### src/rtl/de_pkg.sv
// Shared widths and stage payload type for the decode/execute stage register.
// Constants only; no logic, no latency.
package de_pkg;
    localparam int DE_CTRL_W       = 14;
    localparam int DE_DST_W        = 3;
    localparam int DE_SRC_W        = 4;
    localparam int DE_NUM_SRC      = 2;
    localparam int DE_ADDR_W       = 16;
    localparam int DE_MEM_READ_BIT = 0;
    localparam int DE_CNT_W        = 16;

    typedef struct packed {
        logic [DE_CTRL_W-1:0]            ctrl;
        logic [DE_DST_W-1:0]             dst;
        logic [DE_NUM_SRC*DE_SRC_W-1:0]  src;
        logic [DE_ADDR_W-1:0]            addr;
        logic                            valid;
    } de_payload_t;
endpackage

### src/rtl/de_load_use_detect.sv
// Load-use hazard compare: a valid load in the stage feeds a source of the incoming instruction.
// Purely combinational, zero latency; no flow control of its own.
module de_load_use_detect #(
    parameter int DST_W   = 3,
    parameter int SRC_W   = 4,
    parameter int NUM_SRC = 2
) (
    input  logic                     stage_vld,
    input  logic                     stage_is_load,
    input  logic [DST_W-1:0]         stage_dst,
    input  logic                     in_vld,
    input  logic [NUM_SRC*SRC_W-1:0] in_src,
    output logic                     hazard
);
    logic src_match;

    // Full-width compare against the zero-extended destination, so any upper source bit blocks a match.
    always_comb begin
        src_match = 1'b0;
        for (int i = 0; i < NUM_SRC; i++) begin
            if (in_src[i*SRC_W +: SRC_W] == SRC_W'(stage_dst)) begin
                src_match = 1'b1;
            end
        end
    end

    assign hazard = stage_vld & stage_is_load & in_vld & src_match;
endmodule

### src/rtl/de_stage_register.sv
// Decode/execute pipeline register with flush, hold, load-use bubble insertion and bubble counter.
// Latency 1 cycle; stall_in holds everything, a hazard inserts one bubble and raises hazard_stall_out.
module de_stage_register
    import de_pkg::*;
#(
    parameter int CTRL_W       = DE_CTRL_W,
    parameter int DST_W        = DE_DST_W,
    parameter int SRC_W        = DE_SRC_W,
    parameter int NUM_SRC      = DE_NUM_SRC,
    parameter int ADDR_W       = DE_ADDR_W,
    parameter int MEM_READ_BIT = DE_MEM_READ_BIT,
    parameter int CNT_W        = DE_CNT_W
) (
    input  logic                     clk,
    input  logic                     reset,
    input  logic [CTRL_W-1:0]        ctrl_in,
    input  logic [DST_W-1:0]         dst_in,
    input  logic [NUM_SRC*SRC_W-1:0] src_in,
    input  logic [ADDR_W-1:0]        addr_in,
    input  logic                     valid_in,
    input  logic                     stall_in,
    input  logic                     flush_in,
    output logic [CTRL_W-1:0]        ctrl_out,
    output logic [DST_W-1:0]         dst_out,
    output logic [NUM_SRC*SRC_W-1:0] src_out,
    output logic [ADDR_W-1:0]        addr_out,
    output logic                     valid_out,
    output logic                     hazard_stall_out,
    output logic [CNT_W-1:0]         bubble_count_out
);
    logic [CTRL_W-1:0]        ctrl_q, ctrl_d;
    logic [DST_W-1:0]         dst_q, dst_d;
    logic [NUM_SRC*SRC_W-1:0] src_q, src_d;
    logic [ADDR_W-1:0]        addr_q, addr_d;
    logic                     valid_q, valid_d;
    logic [CNT_W-1:0]         cnt_q, cnt_d;
    logic                     hazard;

    de_load_use_detect #(
        .DST_W   (DST_W),
        .SRC_W   (SRC_W),
        .NUM_SRC (NUM_SRC)
    ) u_detect (
        .stage_vld     (valid_q),
        .stage_is_load (ctrl_q[MEM_READ_BIT]),
        .stage_dst     (dst_q),
        .in_vld        (valid_in),
        .in_src        (src_in),
        .hazard        (hazard)
    );

    always_comb begin
        ctrl_d  = ctrl_q;
        dst_d   = dst_q;
        src_d   = src_q;
        addr_d  = addr_q;
        valid_d = valid_q;
        cnt_d   = cnt_q;
        if (flush_in || (!stall_in && hazard)) begin
            ctrl_d  = '0;
            dst_d   = '0;
            src_d   = '0;
            addr_d  = '0;
            valid_d = 1'b0;
            if (!flush_in && !(&cnt_q)) begin
                cnt_d = cnt_q + CNT_W'(1);
            end
        end else if (!stall_in) begin
            // Control of an empty slot is squashed so it cannot trigger anything downstream.
            ctrl_d  = valid_in ? ctrl_in : '0;
            dst_d   = dst_in;
            src_d   = src_in;
            addr_d  = addr_in;
            valid_d = valid_in;
        end
    end

    always_ff @(posedge clk) begin
        if (!reset) begin
            ctrl_q  <= '0;
            dst_q   <= '0;
            src_q   <= '0;
            addr_q  <= '0;
            valid_q <= 1'b0;
            cnt_q   <= '0;
        end else begin
            ctrl_q  <= ctrl_d;
            dst_q   <= dst_d;
            src_q   <= src_d;
            addr_q  <= addr_d;
            valid_q <= valid_d;
            cnt_q   <= cnt_d;
        end
    end

    assign hazard_stall_out = hazard & ~flush_in & ~stall_in & reset;
    assign ctrl_out         = ctrl_q;
    assign dst_out          = dst_q;
    assign src_out          = src_q;
    assign addr_out         = addr_q;
    assign valid_out        = valid_q;
    assign bubble_count_out = cnt_q;
endmodule

### config.mk
export PLATFORM = sky130hd
export DESIGN_NAME = de_stage_register
export DESIGN_NICKNAME = d
export VERILOG_FILES = /design/src/rtl/de_pkg.sv /design/src/rtl/de_load_use_detect.sv /design/src/rtl/de_stage_register.sv
export SDC_FILE = /design/constraint.sdc
export NUM_CORES = 1
export LEC_CHECK = 0
export CORE_ASPECT_RATIO = 0.7
export CORE_MARGIN = 4
export CORE_UTILIZATION = 37
export DETAILED_ROUTE_END_ITERATION = 8
export PLACE_DENSITY = 0.75
export SYNTH_ARGS = -nofsm -noshare
export SYNTH_HDL_FRONTEND = slang
export SYNTH_HIERARCHICAL = 1
export SYNTH_SLANG_ARGS = --single-unit
export TNS_END_PERCENT = 100
### constraint.sdc
create_clock -name clk -period 2.7 [get_ports clk]
set_clock_uncertainty 0.05 [all_clocks]
set_input_delay 0.54 -clock clk [delete_from_list [all_inputs] [get_ports clk]]
set_output_delay 0.54 -clock clk [all_outputs]
set_load 0.02 [all_outputs]
==> key figures <==
Clock network
  • CTS tree: built
  • Htree depth: 3
  • CTS Sinks: between 50 and 60
  • CTS Hold Bufs: 0
  • Clock buffer count from CTS: 9
  • CTS max path bufs: 2
  • Clock root buffer: clkbuf_8
  • Latest clock arrival within the worst-skew pair: ~0.32 ns
  • Clock-pin slew on the worst setup and hold paths: about 0.070 ns

Power and ir drop
  • Combinational cell fraction of total power: 0.106
  • Int Pwr: approximately 1.6 mW
  • Switching pwr: approximately 440 uW
  • Design Power: between 2 and 2.5 mW
  • Register share of total power: 0.436
  • P_leak: about 1.5 nW
  • Switching Fraction: 0.216
  • Worst vdd ir: approximately 310 uV
  • Clock power share: 0.457
  • PwrDens: ~530 nW/um2

Floorplan
  • Starting Density: 0.381
  • Die Y: around 75 um
  • Die area: 7720 um2
  • Placeable Area: just over 6000 um2
  • Num ports: about 110
  • Row count: 24
  • Die W: 103 um

Placement
  • Gpl congestion: 0.823
  • Detailed Place HPWL: between 4000 and 5000 um
  • Port bufs: about 100
  • Worst slack, placed: -0.820 ns
  • Placed standard-cell area: approximately 3500 um2

Detailed routing
  • Met2 WL post-DR: 3140 um
  • Overall routed net length: around 6700 um
  • # DRC: 0
  • Drt wl/cell: approximately 15 um
  • Highest routed layer: met4
  • M1 WL: 3060 um
  • Initial DRC Count: between 90 and 100
  • Pre-antenna DRT Iters: 4
  • Vias: about 2.3k
  • DR WL met3: ~430 um
  • Vias per inst: 5.11
  • Post-route ant nets: 0

Finish
  • Diode count: 0
  • Commonest non-fill, non-tap cells in the layout: clkdlybuf4s50_1, dfxtp_1, nor2_1
  • Nets@finish: slightly above 400
  • Synth-to-layout area growth: 62.5%
  • Fin area: 3830 um2
  • Layout cells sized above 1: 0.132
  • Most common cell after layout, fill and taps aside: clkdlybuf4s50_1
  • Fill cells: between 500 and 600

Critical path
  • Slowest CP cell: or4_4
  • Setup crit start kind: primary input
  • Setup CP Type: in2reg
  • Largest delay share family, worst path: simple AND/OR/NAND/NOR gates
  • Critical Path RT: 2.90 ns
  • Worst Setup End Kind: flip-flop
  • Crit-path max FO: 7
  • Critical path's largest stage delay: around 0.53 ns
  • Bufs and invs on worst path: 2
  • CP Data Arrival Time: between 2 and 3 ns
  • CP Cell Sequence: clkdlybuf4s15_1 > xor2_1 > nor4_2 > o2111a_1 > or3b_4 > buf_6 > or2_4 > or4_4 > a21oi_2

Synth
  • Post-Syn Area: 2350 um2
  • Syn avg cell area: roughly 9.5 um2
  • Syn Nets: 296
  • Yosys warning count: 6
  • Async set or reset register ratio after synthesis: 0
  • Synth Area in Compound Gates: 0.129
  • Post-Synth XOR/XNOR Area: 0.0223
  • EDFF count, synth: 0
  • Seq cells post-synth: between 50 and 60
  • Post-Synth Adder-Cell Area: 0.00531
  • Sequential fraction of the synthesis area: 0.493
  • Largest family of logic cells by synthesized area: simple AND/OR/NAND/NOR gates
  • Predominant post-synthesis flop cell: dfxtp_1
  • Cells after synthesis: 249
  • Simple-Gate Fraction of Synth Area: 0.187
  • Post-synthesis mux area share: 0.123
  • Yosys cell types: 33

STA
  • F_max: roughly 370 MHz
  • Period Utilization, post-route: 0.992
  • Worst setup margin: around 0.022 ns
  • Final min period: 2.68 ns
  • Max-slew violations: 0
  • Unrepaired setup endpoints after global routing: true
  • Setup-failing EPs final: 0
  • Least-Margin Pin Slew: 1.11 ns
  • Hold Slack: approximately 0.44 ns
  • Relative slew slack: 0.258
  • Final Hold Violating Endpoints: 0

GRT
  • Global-route wire length before repair: about 11000 um
  • GRT Total Usage: 0.176
  • Largest net degree at the start of global routing: 44
  • Initial antenna violation count: 0
  • GRT overflow: 0
  • Vias in the first global route: 2177

Status
  • Status: completed

Min path
  • Worst hold-check path type: in2reg

Run
  • Max_cap viols: 0
power by group through the flow:
stage	registers (mW)	logic, mW	clock network (mW)
after CTS	0.883	0.217	0.962
after global placement	0.902	0.215	0
after global routing	0.884	0.233	1.00
after detailed placement	0.903	0.217	0
after floorplan	0.924	0.0704	0
final	0.883	0.216	0.926
registers in the layout, indices dropped and copies added, names as in the netlist:
register and count:
addr_out 16, dst_out 3, ctrl_out 14, bubble_count_out 16, valid_out 1, src_out 8
cell type report:
cell class / count / area [um2] / share of cell area
Tap cell: 78 / 97.6 / 0.0255
Clock buffer: 12 / 165 / 0.0432
Timing Repair Buffer: 121 / 1160 / 0.303
Sequential cell: 58 / 1170 / 0.305
Inverter: 5 / 18.8 / 0.00491
Clock inverter: 4 / 72.6 / 0.0190
Multi-Input combinational cell: 170 / 1140 / 0.299
cell usage after synthesis (all sizes together) (4+ instances only):
| master | number | area share |
|---|---|---|
| or4 | 9 | 0.029 |
| mux2i | 29 | 0.12 |
| inv | 5 | 0.0080 |
| nor4 | 5 | 0.013 |
| nor2 | 44 | 0.070 |
| dfxtp | 58 | 0.49 |
| clkbuf | 13 | 0.021 |
| nand4 | 4 | 0.011 |
| nand3 | 4 | 0.0085 |
| a21oi | 14 | 0.030 |
| o31ai | 9 | 0.029 |
| a22oi | 14 | 0.045 |
| nand2 | 9 | 0.014 |
| xor2 | 6 | 0.022 |
path summary, 6_finish.rpt:
check                            from                                to  slack, ns  cells past startpoint
max                         src_in[2]  bubble_count_out[6]$_SDFFE_PN0P_       0.02                      9
min                         src_in[5]           src_out[5]$_SDFFE_PP0N_       0.44                      3
max reg2reg   dst_out[2]$_SDFFE_PP0N_  bubble_count_out[6]$_SDFFE_PN0P_       0.06                      8
min reg2reg  addr_out[7]$_SDFFE_PP0N_          addr_out[7]$_SDFFE_PP0N_       0.44                      2
worst min-delay path: cells and delay by family:
family | cells | cell delay, ns
buffers and inverters | 1 | 0.09
muxes | 1 | 0.06
and+or+nand+nor | 1 | 0.08
cells by family (layout without fill, tap and decap cells):
kind of cell	after synthesis	in the layout
and+or+nand+nor	89	89
DFF	58	58
AOI/OAI and AO/OA	45	45
muxes	29	29
buffers and inverters	21	142
xor gates and xnor gates	6	6
adders and majority gates	1	1
metrics by stage:
step | utilization | cells | setup TNS [ns]
4_1_cts | 0.616 | 448 | 0
3_3_place_gp | 0.572 | 429 | -6.49
2_1_floorplan | - | 249 | 0
5_1_grt | 0.619 | 448 | -0.0100
6_report | 0.619 | 448 | 0
3_5_place_dp | 0.572 | 429 | -7.57
metal layers:
metal	GRT usage	vias to the layer above
met5	0	-
met3	0.0611	8
met2	0.278	65
met4	0.0618	0
met1	0.226	1086
li1	-	1131
what timing repair did:
action                     4_1_cts  5_1_grt
resized for setup               26        8
setup endpoints to repair       10        6
pin swaps                        6        7
setup buffers                    3        0
Power figures use the tool's default switching activity.
